File: src/rtl/counter_pkg.sv
// Shared constants and state type for the basic-blocks counter family.
package counter_pkg;

  localparam int CNT_W_DEFAULT = 8;

  localparam logic [1:0] ST_IDLE = 2'd0;
  localparam logic [1:0] ST_RUN  = 2'd1;
  localparam logic [1:0] ST_DONE = 2'd2;

  localparam logic MODE_ONESHOT = 1'b0;
  localparam logic MODE_RELOAD  = 1'b1;

  typedef enum logic [1:0] {
    S_IDLE = ST_IDLE,
    S_RUN  = ST_RUN,
    S_DONE = ST_DONE
  } state_e;

endpackage

File: src/rtl/tff_sync.sv
// Single toggle flip-flop with synchronous parallel load.
module tff_sync (
  input  logic clk,
  input  logic reset,
  input  logic t,
  input  logic d_load,
  input  logic ld,
  output logic q
);

  always_ff @(posedge clk or posedge reset) begin
    if (reset) begin
      q <= 1'b0;
    end else if (ld) begin
      q <= d_load;
    end else if (t) begin
      q <= ~q;
    end
  end

endmodule

File: src/rtl/down_counter_reload.sv
// Loadable down counter with one-shot / auto-reload modes,
// registered terminal-count pulse and sticky expiry flags.
module down_counter_reload
  import counter_pkg::*;
#(
  parameter int WIDTH = CNT_W_DEFAULT
) (
  input  logic             clk,
  input  logic             reset,
  input  logic             en,
  input  logic             load,
  input  logic [WIDTH-1:0] load_val,
  input  logic             mode_in,
  input  logic             clr_flag,
  output logic [WIDTH-1:0] count,
  output logic             tc,
  output logic             busy,
  output logic             tc_flag,
  output logic             overrun
);

  state_e           state_q;
  state_e           state_d;
  logic [WIDTH-1:0] reload_q;
  logic             mode_q;
  logic             tc_q;
  logic             tc_flag_q;
  logic             overrun_q;

  logic             step;
  logic             cnt_zero;
  logic             wrap;
  logic             ld_cnt;
  logic [WIDTH-1:0] d_cnt;
  logic [WIDTH-1:0] t_vec;
  logic [WIDTH:0]   zero_below;
  logic             new_zero;
  logic             tc_set;

  assign step = en & ~load & (state_q == S_RUN);

  // Borrow chain: bit i toggles once every lower bit is already zero.
  assign zero_below[0] = 1'b1;
  assign cnt_zero      = zero_below[WIDTH];

  assign wrap   = step & cnt_zero & (mode_q == MODE_RELOAD);
  assign ld_cnt = load | wrap;
  assign d_cnt  = load ? load_val : reload_q;

  for (genvar i = 0; i < WIDTH; i++) begin : g_bit
    assign zero_below[i+1] = zero_below[i] & ~count[i];
    assign t_vec[i]        = step & ~cnt_zero & zero_below[i];

    tff_sync u_tff (
      .clk    (clk),
      .reset  (reset),
      .t      (t_vec[i]),
      .d_load (d_cnt[i]),
      .ld     (ld_cnt),
      .q      (count[i])
    );
  end

  always_comb begin
    state_d  = state_q;
    new_zero = 1'b0;
    tc_set   = 1'b0;
    unique case (1'b1)
      load: begin
        new_zero = (load_val == '0);
        tc_set   = new_zero & (mode_in == MODE_ONESHOT);
        state_d  = tc_set ? S_DONE : S_RUN;
      end
      step: begin
        new_zero = cnt_zero ? (reload_q == '0)
                            : (count == WIDTH'(1));
        tc_set   = new_zero;
        if (new_zero && mode_q == MODE_ONESHOT) begin
          state_d = S_DONE;
        end
      end
      default: ;
    endcase
  end

  always_ff @(posedge clk or posedge reset) begin
    if (reset) begin
      state_q   <= S_IDLE;
      reload_q  <= '0;
      mode_q    <= MODE_ONESHOT;
      tc_q      <= 1'b0;
      tc_flag_q <= 1'b0;
      overrun_q <= 1'b0;
    end else begin
      if (load) begin
        reload_q <= load_val;
        mode_q   <= mode_in;
      end
      state_q   <= state_d;
      tc_q      <= tc_set;
      tc_flag_q <= tc_set | (tc_flag_q & ~clr_flag);
      overrun_q <= (tc_set & tc_flag_q & ~clr_flag)
                 | (overrun_q & ~clr_flag);
    end
  end

  // RUN is the only encoding with bit 0 set, so busy is a pure flop output.
  assign busy    = state_q[0];
  assign tc      = tc_q;
  assign tc_flag = tc_flag_q;
  assign overrun = overrun_q;

endmodule

File: config.mk
export PLATFORM = sky130hd
export DESIGN_NAME = down_counter_reload
export DESIGN_NICKNAME = d
export VERILOG_FILES = /design/src/rtl/counter_pkg.sv /design/src/rtl/tff_sync.sv /design/src/rtl/down_counter_reload.sv
export SDC_FILE = /design/constraint.sdc
export NUM_CORES = 1
export LEC_CHECK = 0
export BUFFER_PORTS_ARGS = -buffer_cell sky130_fd_sc_hd__buf_4
export CAP_MARGIN = 20
export CORE_MARGIN = 10
export CORE_UTILIZATION = 40
export CTS_BUF_LIST = sky130_fd_sc_hd__clkbuf_8 sky130_fd_sc_hd__clkbuf_16
export DETAILED_ROUTE_END_ITERATION = 8
export GPL_TIMING_DRIVEN = 0
export HOLD_SLACK_MARGIN = 0.12
export MAX_ROUTING_LAYER = met4
export SYNTH_ARGS = -nofsm -noshare
export SYNTH_HDL_FRONTEND = slang
export SYNTH_SLANG_ARGS = --single-unit
export TNS_END_PERCENT = 5
File: constraint.sdc
create_clock -name clk -period 2.6 [get_ports clk]
set_input_delay 0.26 -clock clk [delete_from_list [all_inputs] [get_ports clk]]
set_output_delay 0.26 -clock clk [all_outputs]
set_load 0.01 [all_outputs]
==> impl_metrics.csv <==
group,metric,value,unit
run_status,status,"complete, no violations",
finish,final_area,0.00145,mm²
logic_synthesis,yosys_register_bits,22,
pwr,power_frac_clock,0.247,
logic_synthesis,synth.distinct_cells,34,
pwr,switching_share,0.282,
critical_path,critPathCaptureType,"register",
die,chipHeight,74.6,µm
critical_path,r2r_cells,4,
pwr,power_frac_seq,0.518,
sta,slew_headroom,0.436,
logic_synthesis,yosys.area.top_type_share,0.461,
placement,place_ws,0.653,ns
global_routing,track_usage,0.103,
logic_synthesis,ys_seq_area_frac,0.461,
placement,gp_congestion,0.761,
finish,n_antenna_cell,0,
pwr,power_frac_comb,0.235,
sta,finClkSkew,0.00889,ns
drt,wl_per_cell,16.7,µm
logic_synthesis,yosysWarnings,0,
logic_synthesis,synth_edf_count,0,
clock_tree,cts_tree,"built",
finish,final_nets,143,
clock_tree,clock-sinks,22,
drt,avgViaCountPerCell,5.48,
drt,first_iter_violations,31,
clock_tree,clkTransAtPathRegs,0.08,ns
sta,min_period,1.96,ns
drt,first_pass_iters,4,
placement,post_dp_cell_area,0.00141,mm²
logic_synthesis,synthTopCellsByCount,"dfrtp_1, mux2_2, buf_4",
logic_synthesis,synth_area,0.00119,mm²
finish,fill_cells,279,
pwr,power.leakage,0.643,nW
clock_tree,htree_levels,1,
die,io_pins,26,
placement,portBuffers,24,
logic_synthesis,yosysTopAreaCell,"dfrtp_1",
finish,register_area,551,µm²
sta,setup_viol,0,
clock_tree,cts_setup_buffers,0,
clock_tree,cts_resized,0,
finish,multiInputGateArea,547,µm²
critical_path,crit_required,2.74,ns
drt,drc,0,
job,maxCapViolCount,0,
die,core,0.00281,mm²
die,die_w,74.6,µm
global_routing,grt_max_degree,23,
logic_synthesis,avgSynthCellArea,11.9,µm²
finish,drive_gt1_frac,0.480,
sta,post-route-period-util,0.753,
pwr,power.switching,0.233,mW
critical_path,critical_path_class,"reg2reg",
logic_synthesis,yosysMostFrequentCell,"dfrtp_1",
drt,vias,866,
clock_tree,clk_path_buf_depth,2,
clock_tree,cts_root_buf,"clkbuf_8",
sta,tightest_slew,0.845,ns
critical_path,startpoint,"g_bit[1].u_tff.q",
critical_path,critPathMaxFanout,7,
global_routing,antenna_found_initial,0,
die,die_area,0.00557,mm²
clock_tree,clock_latency,0.26,ns
logic_synthesis,ys_async_sr_fraction,1.00,
global_routing,grt_pass1_vias,910,
global_routing,grt_pass1_wl,4310,µm
logic_synthesis,syn-num-nets,114,
die,rows,19,
sta,tns,0,ns
global_routing,grt_overflow_total,0,
pwr,vdd_drop_max,0.318,mV
logic_synthesis,synth_ff_type,"dfrtp_1",
drt,wl,2630,µm
sta,fin_ws,0.642,ns
critical_path,startpoint_type,"register",
sta,final-max-slew-violation-count,0,
pwr,total_power,0.825,mW
hold_path,hold_path_class,"in2async",
drt,ant_nets,0,
sta,rsz0062_at_grt,"no",
finish,syn_to_final_growth,21.8,%
pwr,power_density,567,mW/mm²
pwr,p_int,0.592,mW
clock_tree,numCtsBuffers,3,
critical_path,r2r-start,"g_bit[1].u_tff.q",
placement,hpwl,2070,µm
sta,max_freq,511,MHz
logic_synthesis,syn_inst,100,
sta,hold_viol,0,
logic_synthesis,synthTopCellsByArea,"dfrtp_1, mux2_2, buf_4",
clock_tree,ctsHoldBuffers,0,
die,start_util,0.426,
critical_path,arrival,2.10,ns
critical path: stages (launching register included):
cell,delay (ns)
dfrtp_1,0.48
or4_4,0.58
nor4_2,0.17
mux2_1,0.35
mux2_4,0.25
state kept, by name (all words and copies together), names as in the netlist:
name           cells
g_bit.u_tff.q      8
mode_q             1
overrun            1
reload_q           8
state_q            2
tc                 1
tc_flag            1
worst paths after layout:
| path | to | slack (ns) |
|---|---|---|
| setup / recovery | g_bit[6].u_tff.q | 0.64 |
| hold / removal | reload_q[4] | 0.17 |
| setup reg to reg | g_bit[6].u_tff.q | 0.64 |
| hold reg to reg | state_q[1] | 0.53 |
| max in group asynchronous | g_bit[6].u_tff.q | 1.90 |
| min in group clk | overrun | 0.20 |
cell usage in the layout (no fill, tap or decap), drive strengths merged, types with 3 or more instances in the layout:
cell,count
dfrtp,22
inv,7
clkbuf,3
mux2,16
buf,34
nand2,6
nor2,5
nor4,8
nor3,3
per-stage QoR:
stage               utilization  instances  hold slack [ns]
finish                    0.518        158            0.172
detailed placement        0.504        155            0.466
CTS                       0.518        158            0.193
global placement          0.504        155            0.462
floorplan                     -        100            0.249
global route              0.518        158            0.206
area by class of cell:
class	count	share of cell area
multi-input cells	61	0.376
repair buffers	24	0.124
flip-flops and latches	22	0.379
inverters	7	0.0181
well taps	31	0.0267
clock buffers	3	0.0284
plain buffers	10	0.0482
logic make-up after synthesis:
logic type / count (synthesis) / synth area share
AND/OR/NAND/NOR: 30 / 0.187
flip-flops: 22 / 0.461
multiplexers: 17 / 0.162
buffers and inverters: 17 / 0.0807
AO/OA/AOI/OAI: 13 / 0.102
XOR/XNOR: 1 / 0.00734
power by group through the flow:
stage	Clock, mW	Combinational (mW)	Sequential (mW)
floorplan	0	0.129	0.422
global placement	0	0.194	0.431
detailed placement	0	0.197	0.435
CTS	0.211	0.198	0.428
global route	0.229	0.211	0.434
finish	0.204	0.194	0.427
layer usage:
metal	global-route usage	up-vias	share of wire
met5	-	-	0
met4	0.0441	0	0.015
met3	0.0237	5	0.041
met2	0.152	20	0.46
met1	0.131	427	0.48
li1	-	414	-
Power figures use the tool's default switching activity.
